===== src/rtl/dac_pacer_pkg.sv =====
// ----------------------------------------------------------------------------
// dac_pacer_pkg
// Shared types and constants for the DAC sample pacer.
//   pacer_state_e   : pacing state machine encoding (IDLE, RUN)
//   DAC_W           : DAC code width (16-bit straight binary)
//   DEF_MIN_GAP     : default minimum clk cycles between dv strobes
//   DEF_LDAC_DELAY  : default clk cycles from dv to ldac_n falling
// ----------------------------------------------------------------------------
package dac_pacer_pkg;

    typedef enum logic {
        IDLE = 1'b0,
        RUN  = 1'b1
    } pacer_state_e;

    localparam int DAC_W          = 16;
    localparam int DEF_MIN_GAP    = 320;
    localparam int DEF_LDAC_DELAY = 304;

endpackage


===== src/rtl/dac_sample_fifo.sv =====
// ----------------------------------------------------------------------------
// dac_sample_fifo
// Synchronous FIFO holding DAC codes between the producer and the pacer.
// Read data is the current head word; the consumer registers it on pop.
// Pushes when full and pops when empty are ignored.
// Ports:
//   clk    in           : clock
//   reset  in           : asynchronous active-high reset (empties the FIFO)
//   push   in           : write wdata
//   pop    in           : discard head word
//   wdata  in  [WIDTH]  : write data
//   rdata  out [WIDTH]  : head word
//   full   out          : level == DEPTH
//   empty  out          : level == 0
//   level  out [AW+1]   : current occupancy
// ----------------------------------------------------------------------------
module dac_sample_fifo #(
    parameter int DEPTH = 8,
    parameter int WIDTH = 16
) (
    input  logic                     clk,
    input  logic                     reset,
    input  logic                     push,
    input  logic                     pop,
    input  logic [WIDTH-1:0]         wdata,
    output logic [WIDTH-1:0]         rdata,
    output logic                     full,
    output logic                     empty,
    output logic [$clog2(DEPTH):0]   level
);

    localparam int AW = $clog2(DEPTH);
    localparam int LW = AW + 1;

    logic [WIDTH-1:0] mem [DEPTH];
    logic [AW-1:0]    wr_ptr_q;
    logic [AW-1:0]    rd_ptr_q;
    logic [LW-1:0]    level_q;
    logic             push_ok;
    logic             pop_ok;

    assign push_ok = push && !full;
    assign pop_ok  = pop && !empty;

    // Storage carries no reset so it can map onto RAM primitives.
    always_ff @(posedge clk) begin
        if (push_ok) begin
            mem[wr_ptr_q] <= wdata;
        end
    end

    // Pointers wrap naturally because DEPTH is a power of two.
    always_ff @(posedge clk or posedge reset) begin
        if (reset) begin
            wr_ptr_q <= '0;
            rd_ptr_q <= '0;
            level_q  <= '0;
        end else begin
            if (push_ok) begin
                wr_ptr_q <= wr_ptr_q + AW'(1);
            end
            if (pop_ok) begin
                rd_ptr_q <= rd_ptr_q + AW'(1);
            end
            case ({push_ok, pop_ok})
                2'b10:   level_q <= level_q + LW'(1);
                2'b01:   level_q <= level_q - LW'(1);
                default: level_q <= level_q;
            endcase
        end
    end

    assign rdata = mem[rd_ptr_q];
    assign full  = (level_q == LW'(DEPTH));
    assign empty = (level_q == '0);
    assign level = level_q;

endmodule


===== src/rtl/dac_sample_pacer.sv =====
// ----------------------------------------------------------------------------
// dac_sample_pacer
// Buffers 16-bit DAC codes and releases them as one-cycle dv strobes on a
// programmable sample grid for the ad5541_spi driver, then issues a 2-cycle
// active-low ldac_n pulse LDAC_DELAY cycles after each dv.
// Interval = max(period, MIN_GAP), latched at every tick.
//
// Optional build macro: DAC_PACER_RAMP_EN
//   Adds ramp_mode / ramp_step. With ramp_mode=1 ticks emit an internal
//   wrapping accumulator instead of FIFO data and never flag underrun.
//
// Ports:
//   clk          in           : system clock
//   reset        in           : asynchronous active-high reset
//   enable       in           : run/stop pacing
//   period       in [PERIOD_W]: requested sample interval (clk cycles)
//   s_valid      in           : producer sample valid
//   s_ready      out          : FIFO can accept (not full)
//   s_data       in [16]      : producer DAC code
//   dv           out          : one-cycle strobe to the driver
//   tx_data      out [16]     : code to the driver, held between strobes
//   ldac_n       out          : DAC load pulse, active low
//   fifo_level   out          : FIFO occupancy
//   underrun     out          : sticky, set when a tick finds the FIFO empty
//   underrun_clr in           : synchronous clear of underrun
//   ramp_mode    in           : (ramp build only) select ramp source
//   ramp_step    in [16]      : (ramp build only) ramp increment per tick
// ----------------------------------------------------------------------------
module dac_sample_pacer
    import dac_pacer_pkg::*;
#(
    parameter int FIFO_DEPTH = 8,
    parameter int PERIOD_W   = 16,
    parameter int MIN_GAP    = DEF_MIN_GAP,
    parameter int LDAC_DELAY = DEF_LDAC_DELAY
) (
    input  logic                          clk,
    input  logic                          reset,
    input  logic                          enable,
    input  logic [PERIOD_W-1:0]           period,
    input  logic                          s_valid,
    output logic                          s_ready,
    input  logic [DAC_W-1:0]              s_data,
    output logic                          dv,
    output logic [DAC_W-1:0]              tx_data,
    output logic                          ldac_n,
    output logic [$clog2(FIFO_DEPTH):0]   fifo_level,
    output logic                          underrun,
    input  logic                          underrun_clr
`ifdef DAC_PACER_RAMP_EN
    ,
    input  logic                          ramp_mode,
    input  logic [DAC_W-1:0]              ramp_step
`endif
);

    localparam int GAP_W = $clog2(MIN_GAP + 1);
    localparam int CNT_W = (PERIOD_W > GAP_W) ? PERIOD_W : GAP_W;
    localparam int DLY_W = $clog2(LDAC_DELAY + 1);

    pacer_state_e     state_q;
    logic [CNT_W-1:0] cnt_q;
    logic             dv_q;
    logic [DAC_W-1:0] tx_data_q;
    logic             ldac_n_q;
    logic             ldac_hold_q;
    logic [DLY_W-1:0] dly_q;
    logic             underrun_q;

    logic             fifo_full;
    logic             fifo_empty;
    logic [DAC_W-1:0] fifo_rdata;
    logic             push;
    logic             pop;
    logic             tick;
    logic             emit;
    logic             use_ramp;
    logic             ldac_busy;
    logic [CNT_W-1:0] period_ext;
    logic [CNT_W-1:0] interval;

    assign s_ready = !fifo_full;
    assign push    = s_valid && s_ready;

    dac_sample_fifo #(
        .DEPTH (FIFO_DEPTH),
        .WIDTH (DAC_W)
    ) u_fifo (
        .clk   (clk),
        .reset (reset),
        .push  (push),
        .pop   (pop),
        .wdata (s_data),
        .rdata (fifo_rdata),
        .full  (fifo_full),
        .empty (fifo_empty),
        .level (fifo_level)
    );

`ifdef DAC_PACER_RAMP_EN
    logic [DAC_W-1:0] ramp_acc_q;

    assign use_ramp = ramp_mode;

    always_ff @(posedge clk or posedge reset) begin
        if (reset) begin
            ramp_acc_q <= '0;
        end else if (emit && use_ramp) begin
            ramp_acc_q <= ramp_acc_q + ramp_step;
        end
    end
`else
    assign use_ramp = 1'b0;
`endif

    // period = 0 and anything below MIN_GAP both clamp to MIN_GAP.
    assign period_ext = CNT_W'(period);
    assign interval   = (period_ext < CNT_W'(MIN_GAP)) ? CNT_W'(MIN_GAP) : period_ext;

    // A tick fires when the countdown reaches zero; the grid keeps running
    // through empty ticks so later samples stay phase-aligned.
    assign tick      = (state_q == RUN) && enable && (cnt_q == '0);
    assign emit      = tick && (use_ramp || !fifo_empty);
    assign pop       = tick && !use_ramp && !fifo_empty;
    assign ldac_busy = (dly_q != '0) || !ldac_n_q;

    always_ff @(posedge clk or posedge reset) begin
        if (reset) begin
            state_q     <= IDLE;
            cnt_q       <= '0;
            dv_q        <= 1'b0;
            tx_data_q   <= '0;
            ldac_n_q    <= 1'b1;
            ldac_hold_q <= 1'b0;
            dly_q       <= '0;
            underrun_q  <= 1'b0;
        end else begin
            dv_q <= emit;
`ifdef DAC_PACER_RAMP_EN
            if (emit) begin
                tx_data_q <= use_ramp ? ramp_acc_q : fifo_rdata;
            end
`else
            if (emit) begin
                tx_data_q <= fifo_rdata;
            end
`endif

            // Set has priority over a coincident clear.
            if (tick && !use_ramp && fifo_empty) begin
                underrun_q <= 1'b1;
            end else if (underrun_clr) begin
                underrun_q <= 1'b0;
            end

            case (state_q)
                IDLE: begin
                    // Counter at zero makes the very next RUN cycle a tick.
                    if (enable && (use_ramp || !fifo_empty)) begin
                        state_q <= RUN;
                        cnt_q   <= '0;
                    end
                end
                RUN: begin
                    if (enable) begin
                        if (cnt_q == '0) begin
                            cnt_q <= interval - CNT_W'(1);
                        end else begin
                            cnt_q <= cnt_q - CNT_W'(1);
                        end
                    end else if (!ldac_busy) begin
                        // Stop only after the outstanding load pulse is done.
                        state_q <= IDLE;
                    end
                end
                default: state_q <= IDLE;
            endcase

            // LDAC delay: falls when the countdown leaves 1, stays low two
            // cycles. LDAC_DELAY < MIN_GAP - 2 keeps pulses from overlapping.
            if (emit) begin
                dly_q <= DLY_W'(LDAC_DELAY);
            end else if (dly_q != '0) begin
                dly_q <= dly_q - DLY_W'(1);
            end

            if (dly_q == DLY_W'(1)) begin
                ldac_n_q    <= 1'b0;
                ldac_hold_q <= 1'b1;
            end else if (!ldac_n_q) begin
                if (ldac_hold_q) begin
                    ldac_hold_q <= 1'b0;
                end else begin
                    ldac_n_q <= 1'b1;
                end
            end
        end
    end

    assign dv       = dv_q;
    assign tx_data  = tx_data_q;
    assign ldac_n   = ldac_n_q;
    assign underrun = underrun_q;

endmodule


===== config.mk =====
export PLATFORM = sky130hd
export DESIGN_NAME = dac_sample_pacer
export DESIGN_NICKNAME = d
export VERILOG_FILES = /design/src/rtl/dac_pacer_pkg.sv /design/src/rtl/dac_sample_fifo.sv /design/src/rtl/dac_sample_pacer.sv
export SDC_FILE = /design/constraint.sdc
export NUM_CORES = 1
export LEC_CHECK = 0
export CORE_UTILIZATION = 40
export CTS_CLUSTER_DIAMETER = 100
export CTS_CLUSTER_SIZE = 16
export DETAILED_ROUTE_END_ITERATION = 10
export SLEW_MARGIN = 15
export SYNTH_ARGS = -nofsm -noshare
export SYNTH_HDL_FRONTEND = slang
export SYNTH_SLANG_ARGS = --single-unit

===== constraint.sdc =====
create_clock -name clk -period 8.6 [get_ports clk]
set_input_delay 1.72 -clock clk [delete_from_list [all_inputs] [get_ports clk]]
set_output_delay 1.72 -clock clk [all_outputs]
set_load 0.005 [all_outputs]

Yosys cells after proc, flatten, opt, wreduce, memory -nomap -nowiden
Memory sizes are Yosys's and may differ from the RTL's. A register that Yosys moved wholly into a read port is not among the register bits. Cells that the tools add are included.

Flip-flop bits (word level): 40. Bits in latches: 0. Memory bits (writable): 128. Memory bits (read-only): 0. Output and inout bits: 24. Logic and storage cells: 67. Memories kept: 1.

Memory list: u_fifo.mem (words 8, bits a word 16, rd ports 1, clocked after memory_dff 1, wr ports 1, line dac_sample_fifo.sv:35) `logic [WIDTH-1:0] mem [DEPTH];`.

Add/sub/neg operators: 7. Multiply operators: 0. Divide/modulo/power cells: 0. Magnitude comparators: 1. Equality and inequality tests: 7. Shift operators: 0. Muxes and demuxes: 21. Bitwise operators: 1. Reduce and logical (&&, ||, !) cells: 19.

Operators with widths (number): 16-bit 2-to-1 mux (4); 16-bit case mux with 2 select lines (1); 16-bit by 1-bit subtractor with 16-bit output (second input constant) (2); 9-bit 2-to-1 mux (2); 16-bit logical NOT (1); 16-bit by 9-bit less-than comparator with 1-bit output (second input constant) (1); 1-bit 2-to-1 mux (12); 9-bit by 1-bit == test with 1-bit output (second input constant) (1); 9-bit nonzero test (1); 9-bit by 1-bit subtractor with 9-bit output (second input constant) (1); 1-bit logical AND (8); 4-bit case mux with 2 select lines (1); 3-bit by 1-bit adder with 3-bit output (second input constant) (2); 2-bit nonzero test (3); 4-bit by 1-bit adder with 4-bit output (second input constant) (1); 4-bit == test (second input constant) (1); 4-bit logical NOT (1); 2-bit inequality test (second input constant) (2); 4-bit by 1-bit subtractor with 4-bit output (second input constant) (1); 1-bit logical NOT (3); 2-bit by 1-bit == test with 1-bit output (second input constant) (1); 2-bit == test (second input constant) (1); 2-bit by 1-bit inequality test with 1-bit output (second input constant) (1); 1-bit case mux with 2 select lines (1); other kinds (3) (3).

Longest topological paths before layout
Gate-level depths: netlist (run 1).

Depth in word-level cells: 6. Mapped depth: 13.

Cells and area by module
A second synthesis (run 1) with hierarchy kept.

Cells, all modules: 519. Area total of the unflattened synthesis: 8246.7 um^2.

Modules (own cells, without submodules): dac_sample_fifo (instances 1, cells an instance 254, area an instance 5555.3 um^2); dac_sample_pacer (instances 1, cells an instance 265, area an instance 2691.3 um^2).

Least setup slack after synthesis (run 1)
Ideal clock, no wire load.

Path type: input -> register. From: input period[12]. To: register cnt_q[12]. Arrival: 4368 ps. Data required time: 8531 ps. Setup slack: 4163 ps. Stages on the path: 11. Cells stage by stage: or4_4 -> nor3_4 -> nor3_2 -> clkbuf_1 -> a21oi_1 -> ha_1 -> nand3_1 -> a221oi_4 -> o2111ai_1 -> a2111o_1 -> nand3_1.

Word-level cells in the longest chain between the ends: 6.

Ends and longest elaborated chain: start: declaration (line dac_sample_pacer.sv:40) `input logic [PERIOD_W-1:0] period,`; 16-bit by 9-bit less-than comparator with 1-bit output (line dac_sample_pacer.sv:118) `assign interval = (period_ext < CNT_W'(MIN_GAP)) ? CNT_W'(MIN_GAP) : period_ext;`; 16-bit 2-to-1 mux (*) (line dac_sample_pacer.sv:118); 16-bit by 1-bit subtractor with 16-bit output (*) (line dac_sample_pacer.sv:167) `cnt_q <= interval - CNT_W'(1);`; 16-bit 2-to-1 mux (*) (line dac_sample_pacer.sv:166) `if (cnt_q == '0) begin`; 16-bit 2-to-1 mux (*) (line dac_sample_pacer.sv:165) `if (enable) begin`; 16-bit case mux with 2 select lines (*) (line dac_sample_pacer.sv:156) `case (state_q)`; end signal: assignment (line dac_sample_pacer.sv:167); end signal: assignment (line dac_sample_pacer.sv:169) `cnt_q <= cnt_q - CNT_W'(1);`; end: declaration (line dac_sample_pacer.sv:62) `logic [CNT_W-1:0] cnt_q;`.

Mark *: on every way between the ends. The rest lies on a longest branch, timed or not. The select of a mux whose other input is x is not followed. A chain may end at the register's enable or synchronous reset.

Final worst setup path (run 1)
Same ends and word-level chain as after synthesis.

==> results.sh, run 1 <==
export IMPL_finalMaxSlewViolations=0
export IMPL_drc=0
export IMPL_post_dp_cell_area_um2=8864
export IMPL_synth_edf_count=128
export IMPL_ir_drop_uv=183.3
export IMPL_clk_path_buf_depth=2
export IMPL_reg2reg_from="cnt_q[0]"
export IMPL_synth_cells=525
export IMPL_clk_pin_slew_ps=70
export IMPL_cpMaxStageDelayCell="or4_4"
export IMPL_start_util_pct=40.77
export IMPL_num_antenna_cells=0
export IMPL_critical_path_max_stage_delay_ps=600
export IMPL_hold_path_startpoint="ldac_hold_q"
export IMPL_drive_above_1_share_pct=16.03
export IMPL_grt_ovfl_total=0
export IMPL_skew_ps=10.29
export IMPL_n_fill_cell=1677
export IMPL_reg2reg_slack_ps=5220
export IMPL_drt_pass1_iterations=5
export IMPL_post_route_cell_area_um2=9455
export IMPL_num_vias=4681
export IMPL_r2r_end="u_fifo.level[3]"
export IMPL_hold_class="register to register"
export IMPL_grt_setup_unrepaired="no"
export IMPL_ys_ff_latch=184
export IMPL_multi_input_area_um2=2570
export IMPL_crit_chain="clkdlybuf4s50_1 -> or4_4 -> nor3_4 -> nor3_2 -> a21oi_1 -> ha_1 -> nand3_1 -> a221oi_4 -> o2111ai_1 -> a2111o_1 -> nand3_1"
export IMPL_cts_resized=0
export IMPL_syn_area_per_cell_um2=15.06
export IMPL_cp_endpoint="cnt_q[12]"
export IMPL_outcome="finished, final reports clean"
export IMPL_synth_top_cell_area_share_pct=48.60
export IMPL_crit_path_start_kind="input pin"
export IMPL_port_buffers=60
export IMPL_critPathLaunch="period[12]"
export IMPL_cts_sinks=184
export IMPL_dieWidth_um=142.6
export IMPL_track_usage_pct=17.02
export IMPL_antenna_left=0
export IMPL_hold_violations=0
export IMPL_tightest_slew_ps=1158
export IMPL_wire_per_inst_um=18.46
export IMPL_power_density_nw_per_um2=311.6
export IMPL_cp_required_ps=8960
export IMPL_fmax_mhz=209.0
export IMPL_rr_worst_depth=12
export IMPL_cp_end_kind="register"
export IMPL_final_cell_mix="128 x edfxtp_1, 60 x clkdlybuf4s50_1, 53 x dfrtp_1"
export IMPL_fin_crit_sh_pct=55.64
export IMPL_die_area_um2=20340
export IMPL_drtIter0Drc=265
export IMPL_synth_nets=571
export IMPL_final_seq_area_um2=5249
export IMPL_synth_yosys_warnings=0
export IMPL_clockRootBuffer="clkbuf_16"
export IMPL_gp_congestion=0.8862
export IMPL_cts_tree="done"
export IMPL_synth_top_area_cell="edfxtp_1"
export IMPL_rows=51
export IMPL_dp_hpwl_um=9727
export IMPL_crit_path_max_fanout=12
export IMPL_h_tree_depth=4
export IMPL_cpMostUsedCell="nand3_1"
export IMPL_post_drt_via_cell_ratio=5.380
export IMPL_nNetsFinal=638
export IMPL_fp_coreArea_um2=19400
export IMPL_area_growth_pct=19.55
export IMPL_post_cts_buffers=0
export IMPL_synthTopCellsByArea="edfxtp_1 49%, dfrtp_1 17%, mux4_2 9.1%"
export IMPL_max_slew_margin_rel_pct=22.83
export IMPL_boundaryPins=61
export IMPL_antenna_found_initial=0
export IMPL_crit_arrival_ps=5140
export IMPL_period_needed_ps=4785
export IMPL_die_height_um=142.6
export IMPL_holdBufCountCts=0
export IMPL_ys_flop_type="edfxtp_1"
export IMPL_worstSetupPathType="input pin to register"
export IMPL_cts_buffers=17
export IMPL_grt_pass1_wl_um=25430
export IMPL_drt_wl_total_um=16060
export IMPL_synth_distinct_cells=58
export IMPL_tns_ps=0
export IMPL_synthArstFlopShare_pct=30.43
export IMPL_grt_pass1_vias=4664
export IMPL_final_common_cell="edfxtp_1"
export IMPL_cap_violations=0
export IMPL_syn_cell_area_um2=7909
export IMPL_clk_latency_ps=420
export IMPL_yosysSeqAreaShare_pct=66.33
export IMPL_grt_max_degree=57
export IMPL_final_setup_viol_count=0
export IMPL_p_leak_nw=3.257
==> critical path, delay by kind of cell <==
kind	cells	cell delay, ps
compound gates	4	1320
fa+ha+maj	1	290
buf+inv	1	460
simple gates	5	1350
==> worst min-delay path by stage <==
stage | to | slack (ps) | cells past startpoint
after CTS | ldac_n | 430 | 1
after global placement | ldac_n | 390 | 1
after global routing | ldac_n | 460 | 1
after floorplan | ldac_n | 380 | 1
final | ldac_n | 420 | 1
after detailed placement | ldac_n | 410 | 1
==> stage by stage <==
stage	hold slack [ps]	instances	power [W]	worst slack [ps]	utilization [%]
3_5_place_dp	411.2	838	0.002209	3418	45.69
3_3_place_gp	394.1	838	0.002181	3585	45.67
6_report	418.8	870	0.002946	3815	48.74
5_1_grt	456.5	870	0.003121	3621	48.74
2_1_floorplan	381.9	525	0.001883	4163	-
4_1_cts	425.0	870	0.002981	3864	48.74
==> where the power goes <==
group / internal [W] / switching, W / total, W
sequential: 0.00116 / 0.000168 / 0.00133
combinational: 0.000439 / 0.000415 / 0.000854
clock: 0.000394 / 0.000373 / 0.000767
==> per-layer routing <==
| metal | part of all wire (%) | global-route usage [%] | routed length (µm) | vias up |
|---|---|---|---|---|
| met2 | 51 | 29.95 | 8118 | 144 |
| met3 | 5.4 | 4.024 | 862 | 15 |
| met1 | 43 | 20.72 | 6870 | 2341 |
| met5 | 0 | 0 | 0 | - |
| li1 | - | - | - | 2181 |
| met4 | 1.3 | 5.150 | 205 | 0 |
==> flip-flops by register name (all words and copies together) (netlist names) <==
signal,cells
cnt_q,16
dly_q,9
dv,1
ldac_hold_q,1
ldac_n,1
state_q,1
tx_data,16
u_fifo.level,4
u_fifo.mem,128
u_fifo.rd_ptr_q,3
u_fifo.wr_ptr_q,3
underrun,1
==> logic make-up (layout without fill, tap and decap cells) <==
logic type,after synthesis,after routing,share of synthesized area (%)
flip-flops,184,184,66.33
AND/OR/NAND/NOR,151,151,10.46
AO/OA/AOI/OAI,81,81,6.708
multiplexers,53,53,11.80
buffers and inverters,32,112,1.519
XOR/XNOR,15,15,1.661
adder cells (fa/ha/maj),9,9,1.519
==> area by class of cell <==
type	count	area share, %
Clock buffer	17	4.499
Clock inverter	15	1.760
Inverter	10	0.3970
Multi-Input combinational cell	309	27.18
Sequential cell	184	55.51
Tap cell	265	3.507
Timing Repair Buffer	70	7.146
==> Yosys cell counts (4+ instances only) <==
| master | number |
|---|---|
| edfxtp_1 | 128 |
| dfrtp_1 | 55 |
| nor2_1 | 46 |
| mux4_2 | 32 |
| a21oi_1 | 26 |
| nand2_1 | 23 |
| o21ai_0 | 20 |
| mux2i_1 | 19 |
| clkbuf_1 | 18 |
| nor3_1 | 17 |
| nand3_1 | 11 |
| inv_1 | 10 |
| xnor2_1 | 9 |
| ha_1 | 8 |
| and2_1 | 7 |
| nand4_1 | 7 |
| nand2b_1 | 6 |
| xor2_1 | 6 |
| a211o_1 | 5 |
| a31oi_1 | 5 |
| nor4_1 | 5 |
| or3_1 | 5 |
| buf_1 | 4 |
(Power assumes the default switching activity.)
==> inputs of run 2 (changes only) <==
Clock period 8.6 ns to 3.9 ns, I/O delays scaled along.
==> run 2 against run 1 <==
Sequential power rose by 120%. Highest routed layer unchanged. Critical endpoint unchanged. Power rose by 120%. Core utilization rose by 0.53 points. Design area rose by 1.1%. Routed wire length rose by 2.2%. Worst setup slack got worse by 3300 ps. Largest cell class unchanged. Non-clock buffer count rose by 11.
==> results.sh, run 2 (synthesis results as in run 1) <==
export IMPL_clk_latency_ps=440
export IMPL_fin_crit_sh_pct=87.30
export IMPL_grt_pass1_wl_um=26080
export IMPL_drive_above_1_share_pct=17.53
export IMPL_grt_pass1_vias=4869
export IMPL_h_tree_depth=4
export IMPL_cts_buffers=17
export IMPL_cts_sinks=184
export IMPL_holdWs_ps=424.1
export IMPL_hold_violations=0
export IMPL_p_clk_share_pct=26.9
export IMPL_period_needed_ps=3405
export IMPL_hold_class="register to register"
export IMPL_antenna_left=0
export IMPL_boundaryPins=61
export IMPL_post_route_cell_area_um2=9558
export IMPL_reg2reg_slack_ps=1030
export IMPL_fmax_mhz=293.7
export IMPL_area_growth_pct=20.85
export IMPL_grt_ovfl_total=0
export IMPL_cts_tree="done"
export IMPL_crit_path_start_kind="input pin"
export IMPL_grt_max_degree=46
export IMPL_nNetsFinal=649
export IMPL_drt_pass1_iterations=5
export IMPL_path_buf_inv=1
export IMPL_cpMostUsedCell="nand3_1"
export IMPL_internal_power_w=0.004473
export IMPL_rows=51
export IMPL_ir_drop_uv=351.2
export IMPL_seq_power_share_pct=45.1
export IMPL_tns_ps=0
export IMPL_clk_path_buf_depth=2
export IMPL_sw_frac_of_total_pct=32.30
export IMPL_start_util_pct=40.77
export IMPL_post_cts_buffers=0
export IMPL_final_setup_viol_count=0
export IMPL_crit_arrival_ps=3770
export IMPL_regMostFlops="u_fifo.mem"
export IMPL_drtIter0Drc=237
export IMPL_final_common_cell="edfxtp_1"
export IMPL_num_vias=4728
export IMPL_port_buffers=60
export IMPL_worstSetupPathType="input pin to register"
export IMPL_cap_violations=0
export IMPL_outcome="finished, final reports clean"
export IMPL_final_cell_mix="128 x edfxtp_1, 60 x clkdlybuf4s50_1, 53 x dfrtp_1"
export IMPL_n_fill_cell=1694
export IMPL_largest_reg_flops=128
export IMPL_p_leak_nw=3.321
export IMPL_comb_power_share_pct=28.0
export IMPL_switchingPower_w=0.002135
export IMPL_crit_family="compound AO/OA/AOI/OAI gates"
export IMPL_track_usage_pct=17.42
export IMPL_tightest_slew_ps=984.0
export IMPL_drc=0
export IMPL_skew_ps=13.98
export IMPL_crit_chain="clkdlybuf4s50_1 -> or4_4 -> nor3_4 -> nor3_2 -> a21oi_1 -> ha_1 -> nand3_1 -> a221oi_4 -> o2111ai_1 -> a2111o_1 -> nand3_1"
export IMPL_dp_hpwl_um=9901
export IMPL_post_dp_cell_area_um2=8934
export IMPL_cp_required_ps=4260
export IMPL_clk_pin_slew_ps=70
export IMPL_clockRootBuffer="clkbuf_16"
export IMPL_cts_resized=0
export IMPL_die_height_um=142.6
export IMPL_cpMaxStageDelayCell="or4_4"
export IMPL_holdBufCountCts=0
export IMPL_wire_per_inst_um=18.63
export IMPL_cp_end_kind="register"
export IMPL_drt_wl_total_um=16410
export IMPL_dieWidth_um=142.6
export IMPL_power_density_nw_per_um2=691.3
export IMPL_post_drt_via_cell_ratio=5.367
export IMPL_gp_congestion=0.8739
export IMPL_crit_path_max_fanout=4
export IMPL_antenna_found_initial=0
export IMPL_num_antenna_cells=0
export IMPL_die_area_um2=20340
export IMPL_finalMaxSlewViolations=0
export IMPL_critical_path_max_stage_delay_ps=600
export IMPL_fp_coreArea_um2=19400
export IMPL_grt_setup_unrepaired="no"
export IMPL_max_slew_margin_rel_pct=34.40
## run 2: final timing paths
path                        startpoint         endpoint  depth (start not counted)
setup / recovery            period[12]        cnt_q[12]                         11
hold / removal             ldac_hold_q           ldac_n                          1
setup reg to reg              cnt_q[0]  u_fifo.level[3]                         11
hold reg to reg            ldac_hold_q           ldac_n                          1
max in group asynchronous        reset           ldac_n                          3
min in group asynchronous        reset       tx_data[5]                          2
## run 2: power groups by stage
| stage | sequential, W | clock [W] | combinational [W] |
|---|---|---|---|
| 6_report | 0.00298 | 0.00178 | 0.00185 |
| 5_1_grt | 0.00305 | 0.00190 | 0.00204 |
| 4_1_cts | 0.00299 | 0.00182 | 0.00188 |
| 3_5_place_dp | 0.00302 | 0 | 0.00187 |
| 3_3_place_gp | 0.00300 | 0 | 0.00183 |
| 2_1_floorplan | 0.00281 | 0 | 0.00135 |
## run 2: cell type report
type                       instances  area [µm²]  area share, %
sequential                       184        5249          54.92
multi-input combinational        309        2557          26.76
timing repair buffer              81       758.2          7.933
clock buffer                      17       425.4          4.451
tap                              265       331.6          3.469
clock inverter                    15       198.9          2.081
inverter                          10       37.54         0.3927
## run 2: worst register-to-register path: stages (launching register included)
cell	delay, ps
dfrtp_1	450
nor4_4	470
nand4_4	230
nor2_1	230
and3_2	250
ha_1	200
ha_1	230
a21o_1	180
a21oi_1	170
xnor2_1	140
nor2_1	60
xor2_1	140
## run 2: metal layers
metal	vias up	share of wire, %	wire, µm	track usage, %
met5	-	0	0	0
met4	0	1.2	192	5.320
met3	14	4.1	680	4.192
met2	109	51	8354	30.01
met1	2402	44	7183	21.68
li1	2203	-	-	-
## run 2: stage by stage
| step | cells | utilization [%] | total power, W | setup WS, ps |
|---|---|---|---|---|
| 3_5_place_dp | 849 | 46.05 | 0.004892 | 94.74 |
| 5_1_grt | 881 | 49.27 | 0.006990 | 322.7 |
| 3_3_place_gp | 849 | 46.03 | 0.004832 | 177.8 |
| 2_1_floorplan | 525 | - | 0.004152 | 402.7 |
| 4_1_cts | 881 | 49.27 | 0.006685 | 537.6 |
| 6_report | 881 | 49.27 | 0.006608 | 495.4 |
==> inputs of run 3 (changes only) <==
Settings changed: CORE_MARGIN set to 5, DONT_BUFFER_PORTS set to 1, HOLD_SLACK_MARGIN set to 0.08.
==> run 3 against run 2 <==
Sequential cell count did not move. Largest cell class unchanged. Critical path depth fell by 1. Design area fell by 6.3%. Largest power group unchanged. First-iteration DRC count rose by 20%. Die area rose by 12%. Final cell count fell by 7.4%.
==> results.sh, run 3 (synthesis results as in run 1) <==
export IMPL_outcome="finished, final reports clean"
export IMPL_crit_family="simple AND/OR/NAND/NOR gates"
export IMPL_finalMaxSlewViolations=0
export IMPL_num_vias=4556
export IMPL_crit_chain="or4_4 -> nor3_4 -> nor3_2 -> a21oi_1 -> ha_1 -> nand3_1 -> a221oi_4 -> o2111ai_1 -> a2111o_1 -> nand3_1"
export IMPL_h_tree_depth=4
export IMPL_holdWs_ps=399.0
export IMPL_antenna_left=0
export IMPL_post_drt_via_cell_ratio=5.583
export IMPL_die_height_um=150.6
export IMPL_regMostFlops="u_fifo.mem"
export IMPL_worstSetupPathType="input pin to register"
export IMPL_grt_pass1_wl_um=25590
export IMPL_tightest_slew_ps=854.2
export IMPL_max_slew_margin_rel_pct=42.97
export IMPL_wire_per_inst_um=19.84
export IMPL_cp_required_ps=4260
export IMPL_ir_drop_uv=404.1
export IMPL_area_growth_pct=13.19
export IMPL_dieWidth_um=150.6
export IMPL_power_density_nw_per_um2=715.7
export IMPL_tns_ps=0
export IMPL_port_buffers=0
export IMPL_post_cts_buffers=0
export IMPL_power_w=0.006408
export IMPL_rows=51
export IMPL_drtIter0Drc=284
export IMPL_path_buf_inv=0
export IMPL_n_fill_cell=1672
export IMPL_drt_wl_total_um=16190
export IMPL_crit_arrival_ps=3510
export IMPL_final_common_cell="edfxtp_1"
export IMPL_fp_coreArea_um2=19460
export IMPL_holdBufCountCts=0
export IMPL_drt_pass1_iterations=5
export IMPL_grt_pass1_vias=4728
export IMPL_clk_pin_slew_ps=80
export IMPL_cts_buffers=17
export IMPL_grt_max_degree=46
export IMPL_gp_congestion=0.8716
export IMPL_dp_hpwl_um=10020
export IMPL_cpMaxStageDelayCell="or4_4"
export IMPL_num_antenna_cells=0
export IMPL_drc=0
export IMPL_cts_sinks=184
export IMPL_fin_crit_sh_pct=80.92
export IMPL_cpMostUsedCell="nand3_1"
export IMPL_start_util_pct=40.64
export IMPL_die_area_um2=22680
export IMPL_cts_resized=0
export IMPL_largest_reg_flops=128
export IMPL_final_setup_viol_count=0
export IMPL_track_usage_pct=15.03
export IMPL_cap_violations=0
export IMPL_clk_path_buf_depth=2
export IMPL_hold_class="input pin to asynchronous set/reset pin"
export IMPL_final_seq_area_um2=5249
export IMPL_drive_above_1_share_pct=18.51
export IMPL_grt_ovfl_total=0
export IMPL_final_cell_mix="128 x edfxtp_1, 53 x dfrtp_1, 46 x nor2_1"
export IMPL_hold_violations=0
export IMPL_fmax_mhz=316.9
export IMPL_grt_setup_unrepaired="no"
export IMPL_cp_end_kind="register"
export IMPL_antenna_found_initial=0
export IMPL_critical_path_max_stage_delay_ps=560
export IMPL_period_needed_ps=3156
export IMPL_cts_tree="done"
export IMPL_p_leak_nw=3.082
export IMPL_post_route_util_pct=46.00
export IMPL_multi_input_area_um2=2554
export IMPL_crit_path_max_fanout=6
export IMPL_crit_path_start_kind="input pin"
export IMPL_clockRootBuffer="clkbuf_16"
export IMPL_skew_ps=11.68
export IMPL_boundaryPins=61
export IMPL_nNetsFinal=584
export IMPL_clk_latency_ps=430
-- run 3: layer usage --
| metal | up-vias | share of wire [%] | GRT usage [%] |
|---|---|---|---|
| met2 | 139 | 50 | 25.27 |
| met3 | 22 | 7.2 | 5.449 |
| met1 | 2329 | 41 | 18.15 |
| met4 | 0 | 1.3 | 4.714 |
| li1 | 2066 | - | - |
| met5 | - | 0 | 0 |
-- run 3: layout make-up --
cell class / count / area share (%)
clock buffers: 17 / 4.752
clock inverters: 15 / 2.628
inverters: 10 / 0.4193
multi-input cells: 309 / 28.53
flip-flops and latches: 184 / 58.63
well taps: 265 / 3.704
repair buffers: 16 / 1.342
-- run 3: final timing paths --
path                             start               to  slack, ps  depth (start not counted)
min in group clk           ldac_hold_q           ldac_n        410                          1
setup reg to reg             cnt_q[13]  u_fifo.level[3]        930                         11
setup / recovery            period[12]        cnt_q[14]        740                         10
hold reg to reg            ldac_hold_q           ldac_n        410                          1
hold / removal                   reset       tx_data[7]        400                          1
max in group asynchronous        reset      tx_data[10]       2640                          2
-- run 3: power breakdown --
| group | internal [W] | switching [W] | leakage [nW] |
|---|---|---|---|
| Combinational | 0.000770 | 0.000806 | 0.911 |
| Sequential | 0.00255 | 0.000424 | 1.85 |
| Clock | 0.00105 | 0.000803 | 0.321 |
| Total | 0.00437 | 0.00203 | 3.08 |
-- run 3: worst register-to-register path, stage by stage, from the launching register on --
cell and delay (ps):
dfrtp_1 430, nor3_1 540, nand4_4 240, nor2_1 250
and3_2 250, ha_1 220, ha_1 250, a21o_1 180
a21oi_1 170, xnor2_1 130, nor2_1 60, xor2_1 150
-- run 3: stage by stage --
step / cells / setup slack [ps] / cell area, µm²
floorplan: 525 / 402.7 / 7909
global placement: 784 / 379.8 / 8292
detailed placement: 784 / 322.2 / 8292
CTS: 816 / 764.6 / 8952
global route: 816 / 595.4 / 8952
finish: 816 / 744.3 / 8952
